## src/rtl/gpio_change_capture.sv

```systemverilog
// gpio_change_capture: watches a GPIO output bus and queues every value change
// into a small circular FIFO, which the host drains over a valid/ready interface.
// Optional macro GPIO_CAPTURE_TIMESTAMP_EN adds a free-running timestamp counter
// and stores its value with each entry; without it, out_time is tied to 0.
module gpio_change_capture #(
  parameter int DW    = 32,
  parameter int DEPTH = 8,
  parameter int TSW   = 32
) (
  input  logic                     clk,
  input  logic                     rst,
  input  logic                     en,
  input  logic                     clear,
  input  logic [DW-1:0]            in_data,
  output logic                     out_valid,
  input  logic                     out_ready,
  output logic [DW-1:0]            out_data,
  output logic [TSW-1:0]           out_time,
  output logic                     overflow,
  output logic [15:0]              drop_count,
  output logic [$clog2(DEPTH):0]   level
);

  localparam int AW = $clog2(DEPTH);
  localparam int LW = AW + 1;
`ifdef GPIO_CAPTURE_TIMESTAMP_EN
  localparam int EW = DW + TSW;
`else
  localparam int EW = DW;
`endif

  typedef enum logic [1:0] {
    ST_IDLE = 2'd0,
    ST_ARM  = 2'd1,
    ST_RUN  = 2'd2
  } state_t;

  state_t          state_q, state_d;
  logic [DW-1:0]   prev_q, prev_d;
  logic [LW-1:0]   wr_ptr_q, wr_ptr_d;
  logic [LW-1:0]   rd_ptr_q, rd_ptr_d;
  logic            overflow_q, overflow_d;
  logic [15:0]     drop_count_q, drop_count_d;

  logic [EW-1:0]   mem_q [DEPTH];
  logic [EW-1:0]   entry_d;
  logic [EW-1:0]   head;
  logic [LW-1:0]   occupancy;
  logic            fifo_full;
  logic            fifo_nonempty;
  logic            push_req;
  logic            do_push;
  logic            do_pop;
  logic            do_drop;

`ifdef GPIO_CAPTURE_TIMESTAMP_EN
  logic [TSW-1:0]  ts_q, ts_d;

  // Free-running timestamp, wraps naturally at all-ones.
  always_comb begin
    ts_d = ts_q + 1'b1;
  end

  // Timestamp register.
  always_ff @(posedge clk or posedge rst) begin
    if (rst) ts_q <= '0;
    else     ts_q <= ts_d;
  end
`endif

  // Occupancy and handshake qualifiers; the wrap bit separates full from empty.
  always_comb begin
    occupancy     = wr_ptr_q - rd_ptr_q;
    fifo_nonempty = (wr_ptr_q != rd_ptr_q);
    fifo_full     = (occupancy == LW'(DEPTH));
    head          = mem_q[rd_ptr_q[AW-1:0]];
    do_pop        = fifo_nonempty && out_ready;
    // Only a running, enabled capture can see a change; ARM establishes the baseline.
    push_req      = (state_q == ST_RUN) && en && (in_data != prev_q);
    // A pop in the same cycle frees the slot a full FIFO needs.
    do_push       = push_req && (!fifo_full || do_pop);
    do_drop       = push_req && fifo_full && !do_pop;
`ifdef GPIO_CAPTURE_TIMESTAMP_EN
    entry_d       = {in_data, ts_q};
`else
    entry_d       = in_data;
`endif
  end

  // Next-state logic for the enable/arm/run sequencing.
  always_comb begin
    state_d = state_q;
    case (state_q)
      ST_IDLE: if (en) state_d = ST_ARM;
      ST_ARM:  state_d = en ? ST_RUN : ST_IDLE;
      ST_RUN:  if (!en) state_d = ST_IDLE;
      default: state_d = ST_IDLE;
    endcase
  end

  // Datapath next values: baseline tracking, pointers, drop accounting.
  always_comb begin
    prev_d       = prev_q;
    wr_ptr_d     = wr_ptr_q;
    rd_ptr_d     = rd_ptr_q;
    overflow_d   = overflow_q;
    drop_count_d = drop_count_q;

    // Baseline is loaded unconditionally in ARM, and follows the bus while running.
    if (state_q == ST_ARM || (state_q == ST_RUN && en)) prev_d = in_data;

    if (do_push) wr_ptr_d = wr_ptr_q + 1'b1;
    if (do_pop)  rd_ptr_d = rd_ptr_q + 1'b1;

    if (do_drop) begin
      overflow_d = 1'b1;
      if (drop_count_q != 16'hFFFF) drop_count_d = drop_count_q + 16'd1;
    end

    // Clear takes priority over a drop in the same cycle.
    if (clear) begin
      overflow_d   = 1'b0;
      drop_count_d = '0;
    end
  end

  // Control and status registers with asynchronous reset.
  always_ff @(posedge clk or posedge rst) begin
    if (rst) begin
      state_q      <= ST_IDLE;
      prev_q       <= '0;
      wr_ptr_q     <= '0;
      rd_ptr_q     <= '0;
      overflow_q   <= 1'b0;
      drop_count_q <= '0;
    end else begin
      state_q      <= state_d;
      prev_q       <= prev_d;
      wr_ptr_q     <= wr_ptr_d;
      rd_ptr_q     <= rd_ptr_d;
      overflow_q   <= overflow_d;
      drop_count_q <= drop_count_d;
    end
  end

  // FIFO storage; contents need no reset since outputs are masked while empty.
  always_ff @(posedge clk) begin
    if (do_push) mem_q[wr_ptr_q[AW-1:0]] <= entry_d;
  end

  // Outputs: head entry is shown combinationally, zeroed when the FIFO is empty.
  always_comb begin
    out_valid  = fifo_nonempty;
    overflow   = overflow_q;
    drop_count = drop_count_q;
    level      = occupancy;
`ifdef GPIO_CAPTURE_TIMESTAMP_EN
    out_data   = fifo_nonempty ? head[EW-1:TSW] : '0;
    out_time   = fifo_nonempty ? head[TSW-1:0]  : '0;
`else
    out_data   = fifo_nonempty ? head : '0;
    out_time   = '0;
`endif
  end

endmodule

```

## config.mk

```make
export PLATFORM = sky130hd
export DESIGN_NAME = gpio_change_capture
export DESIGN_NICKNAME = d
export VERILOG_FILES = /design/src/rtl/gpio_change_capture.sv
export SDC_FILE = /design/constraint.sdc
export NUM_CORES = 1
export LEC_CHECK = 0
export ABC_AREA = 1
export CORE_AREA = 2 2 160 162
export CTS_CLUSTER_SIZE = 40
export DETAILED_ROUTE_END_ITERATION = 6
export DIE_AREA = 0 0 162 164
export PLACE_DENSITY = 0.78
export SLEW_MARGIN = 20
export SYNTH_ARGS = -nofsm -noshare
export SYNTH_HDL_FRONTEND = slang
export SYNTH_SLANG_ARGS = --single-unit
```

## constraint.sdc

```tcl
create_clock -name clk -period 9.8 [get_ports clk]
set_clock_uncertainty 0.2 [all_clocks]
set_input_delay 0.98 -clock clk [delete_from_list [all_inputs] [get_ports clk]]
set_output_delay 0.98 -clock clk [all_outputs]
set_load 0.03 [all_outputs]
```

After elaboration in Yosys (flattened, before gate mapping)

Memory sizes are Yosys's and may differ from the RTL's.
Index checks and enable logic that the tools add are counted.

Register bits: 59
Bits in writable memories: 256
Output and inout port bits: 86
Memories kept: 1
Logic and storage cells: 46
Bits of input ports: 37

Reduce and logical (&&, ||, !) cells: 15
Muxes and demuxes: 12
$add $sub $neg: 4
Equal/unequal tests: 8

Memory list:

| name  | words | bits a word | rd ports | clocked after memory_dff | wr ports | line | source |
|---|---|---|---|---|---|---|---|
| mem_q | 8     | 32          | 1        | 0                        | 1        | 45   | `logic [EW-1:0] mem_q [DEPTH];` |

Operators with widths:

| cell                                                             | number |
|---|---|
| 16-bit 2-to-1 mux                                                | 3 |
| 32-bit 2-to-1 mux                                                | 1 |
| 32-bit != test                                                   | 1 |
| 16-bit by 1-bit adder with 16-bit output (second input constant) | 1 |
| 16-bit != test (second input constant)                           | 1 |
| 4-bit by 1-bit adder with 4-bit output (second input constant)   | 2 |
| 1-bit logical AND                                                | 6 |
| 2-bit 2-to-1 mux                                                 | 3 |
| 2-bit one-hot mux with 3 select lines                            | 1 |
| 4-bit == test (second input constant)                            | 1 |
| 1-bit 2-to-1 mux                                                 | 4 |
| 2-bit != test (second input constant)                            | 2 |
| 4-bit != test                                                    | 1 |
| 2-bit AND reduction                                              | 2 |
| 2-bit nonzero test                                               | 2 |
| 4-bit subtractor                                                 | 1 |
| 2-bit by 1-bit == test with 1-bit output (second input constant) | 1 |
| 2-bit == test (second input constant)                            | 1 |
| 1-bit zero test                                                  | 2 |
| 2-bit zero test                                                  | 1 |
| 1-bit logical OR                                                 | 2 |

Longest topological paths before layout

Word-level depth: 7
Depth in mapped cells: 15
Gate-level depth less buffers: 13

Worst setup path after synthesis

Ideal clock, no wire load.

Kind: register to register
From: reg rd_ptr_q[2]
To: mem mem_q[0][0] (netlist bit), enable pin
Cell stages (with the launch flop): 12
Library setup time: 0.421 ns
Slack: 5.355 ns
Period minus slack after synthesis: 4.445 ns
Required time: 9.179 ns
Arrival time: 3.824 ns
Cell sequence: dfrtp_1 inv_1 clkbuf_1 clkbuf_1 ha_1 xnor2_1 nor3_4 nand2_4 nor2_4 nor2_4 nand2_1 nor2_1

Longest elaborated chain between the ends: 7
Elaborated cells between the ends (all ways): 9
Those cells by class: add/sub: 1; eq/ne: 2; mux: 2; reduce/logical: 4

Ends and longest elaborated chain:

| item                                   | line | source |
|---|---|---|
| from (decl)                            | 41   | `logic [LW-1:0] rd_ptr_q, rd_ptr_d;` |
| from (signal assigned)                 | 140  | `rd_ptr_q <= rd_ptr_d;` |
| 4-bit subtractor                       | 73   | `occupancy = wr_ptr_q - rd_ptr_q;` |
| via level[2]                           | 21   | `output logic [$clog2(DEPTH):0] level` |
| 4-bit == test                          | 75   | `fifo_full = (occupancy == LW'(DEPTH));` |
| 1-bit zero test                        | 81   | `do_push = push_req && (!fifo_full \|\| do_pop);` |
| 1-bit logical OR                       | 81   |  |
| 1-bit logical AND                      | 81   |  |
| 1-bit 2-to-1 mux                       | 148  | `if (do_push) mem_q[wr_ptr_q[AW-1:0]] <= entry_d;` |
| 1-bit 2-to-1 mux (not written as such) | 148  |  |
| to (decl)                              | 45   |  |

The timed path passes the listed nets, and every way through them passes these cells.

Final worst setup path

From: reg rd_ptr_q[0]
To: out out_data[18]

Longest elaborated chain between the ends: 2
Elaborated cells between the ends (all ways): 3
Those cells by class: eq/ne: 1; mux: 1; memory: 1

Ends and longest elaborated chain:

| item                                               | line | source |
|---|---|---|
| memory 8 x 32 bit or 4-bit != test (tied branches) | n/a  |  |
| 32-bit 2-to-1 mux (*)                              | 161  | `out_data = fifo_nonempty ? head : '0;` |
| to (decl)                                          | 17   | `output logic [DW-1:0] out_data,` |

Mark *: on every way between the ends. The rest lies on a longest branch, timed or not.

==> reports/summary.txt <==
Syn. warnings = 0
Leak = 5.72 nW
Via density = 5.58
row cnt = 58
Num CTS Buffers = 31
setup TNS = 0 ns
share of the synthesized area in the top cell type = 56.9%
VDD IR-drop max = 0.000160 V
FFs w/ async S/R, synth = 18.7%
Final Power = 4.57 mW
Mapped Area = 13,500 µm²
Layout Nets = 1,326
most used cell, CP = o21ai_0
Remaining DRCs = 0
Seq/Total Area, Yosys = 67.8%
Core Footprint = 24,800 µm²
syn_area_per_cell = 11.2 µm²
Post-Route WL = 29,900 µm
initial antenna violation count = 0
Crit. End Element = output port
Final ANT Viol Nets = 0
CP cell instances = clkinv_2, buf_4, o21ai_0, o22ai_1, o21ai_0, a31oi_1, clkdlybuf4s50_1
Iteration-0 DRC Markers = 857
xor/xnor share of the synthesized area = 2.57%
Slew headroom = 42.7%
root buffer cell = clkbuf_16
ys flop type = edfxtp_1
fraction of layout cells with a size suffix above 1 = 8.04%
Die W = 162 µm
global route total overflow = 0
Wirelength per Cell = 18.3 µm
PwrDens = 290 nW/µm²
final hold vios = 0
Gate Count Post-Synth = 1,208
Slowest Stage Delay on Critical Path = 0.87 ns
WHS = 0.258 ns
Compound-Gate Fraction of Synth Area = 9.58%
Post-synth EDFFs = 256
largest net degree at the start of global routing = 72
Post-CTS Setup Inserts = 0
Worst Hold Class = flip-flop to flip-flop
Seq cells post-synth = 315
Clk Latency, worst-skew pair = 0.54 ns
die span in y = 164 µm
Global Route Usage Sum = 22.7%
Synth area leader = edfxtp_1
Worst-Margin Slew = 0.860 ns
hold path cells = 1
CTS-repair resized insts = 0
clk slew on worst S/H paths = 0.06 ns
Vias = 9,128
first-pass GRT wire length = 47,400 µm
CP required = 8.62 ns
# hold bufs at CTS = 0
Final Cycle Share = 54.4%
vias in the first global route = 9,219
Fmax = 187 MHz
Clock Sinks = 315
Fillers = 1,829
status = completed
simple logic cell fraction of the synthesized area = 14.4%
count of cell types in the netlist = 36
CTS tree = yes
drt first pass iters = 5
CP max FO = 70
GP Congestion = 0.788
CP max-delay cell = dfrtp_4
Slew Limit Fails = 0
post-route minimum period = 5.34 ns
largest family of logic cells by synthesized area = simple AND/OR/NAND/NOR gates
CP startpoint kind = flip-flop
Critical Path AT = 4.16 ns
maxcap violations = 0
most common cell after layout, fill and taps aside = edfxtp_1
Post-Synth Adder-Cell Area = 0.704%
diode count = 0
Worst Reg-to-Reg Cells = 12
mux contribution to synthesized area = 0%
# setup viols final = 0
synth top area cells = edfxtp_1 (57%), dfrtp_1 (11%), nor2_1 (6.4%), o21ai_0 (6.3%), nand2_1 (5.0%)
I/O pins = 123
RSZ-0062 raised after global routing = no
commonest cells after routing, fill and taps aside = edfxtp_1 (256), nor2_1 (223), nand2_1 (181)
detailed placement HPWL = 16,600 µm
port bufs = 90
area grow syn2layout = 16.7%
clk buf depth = 3
die area = 26,600 µm²
Initial Utilization = 54.5%
CP Class = flip-flop to output port
H-tree depth = 1
[registers in the layout, indices dropped and copies added (netlist names)]
| name | flops |
|---|---|
| mem_q | 256 |
| prev_q | 32 |
| drop_count | 16 |
| rd_ptr_q | 4 |
| wr_ptr_q | 4 |
| state_q | 2 |
| overflow | 1 |
[worst max-delay path: cells and delay by family, from the launching register on]
kind / cells / cell delay (ns)
AO/OA/AOI/OAI: 4 / 0.62
buffers and inverters: 3 / 2.05
flip-flops: 1 / 0.87
[per-stage QoR]
step / setup slack, ns / cell area (µm²) / std cells / util [%]
2_1_floorplan: 5.35 / 13600 / 1239 / -
3_3_place_gp: 5.11 / 14600 / 1570 / 58.7
3_5_place_dp: 5.03 / 14700 / 1574 / 59.1
4_1_cts: 4.49 / 15600 / 1631 / 63.0
5_1_grt: 4.20 / 15800 / 1636 / 63.5
6_report: 4.46 / 15800 / 1636 / 63.5
[final cells by class]
type | count | area, µm² | area share [%]
well taps | 330 | 413 | 2.62
repair buffers | 105 | 1190 | 7.52
flip-flops and latches | 315 | 9170 | 58.1
clock buffers | 37 | 818 | 5.19
inverters | 42 | 161 | 1.02
multi-input cells | 787 | 3880 | 24.6
clock inverters | 20 | 141 | 0.896
[layer usage]
layer / vias up / global-route usage (%) / wire [µm]
li1: 4260 / - / -
met1: 4474 / 29.2 / 12500
met5: - / 0 / 0
met2: 338 / 38.8 / 14800
met3: 56 / 3.86 / 1880
met4: 0 / 8.85 / 706
[worst paths after layout]
kind | start | end | slack (ns)
worst max-delay path | rd_ptr_q[0] | out_data[18] | 4.46
worst min-delay path | state_q[1] | state_q[0] | 0.26
worst max register to register | rd_ptr_q[2] | mem_q[1][12] | 5.70
worst min register to register | state_q[1] | state_q[0] | 0.26
max in group asynchronous | rst | rd_ptr_q[0] | 7.99
min in group asynchronous | rst | drop_count[0] | 0.80
[cell families (layout without fill, tap and decap cells)]
group,count (synthesis),in the layout
AO/OA/AOI/OAI,242,242
XOR/XNOR,38,38
adder cells (fa/ha/maj),7,7
buffers and inverters,137,204
flip-flops,315,315
other,1,32
AND/OR/NAND/NOR,468,468
[report_power, final]
part	internal (mW)	leakage (nW)	switching [mW]
Sequential	1.52	3.05	0.0897
Combinational	0.639	2.19	1.20
Clock	0.642	0.475	0.472
[Yosys cell counts (5+ instances only)]
cell type  number
a31oi_1        33
buf_1           5
buf_4          33
clkbuf_1       53
dfrtp_1        59
edfxtp_1      256
ha_1            6
inv_1          39
nand2_1       181
nand2_2        13
nand3_1        20
nor2_1        231
o21ai_0       171
o22ai_1        32
xnor2_1        29
xor2_1          7
Power figures use the tool's default switching activity.
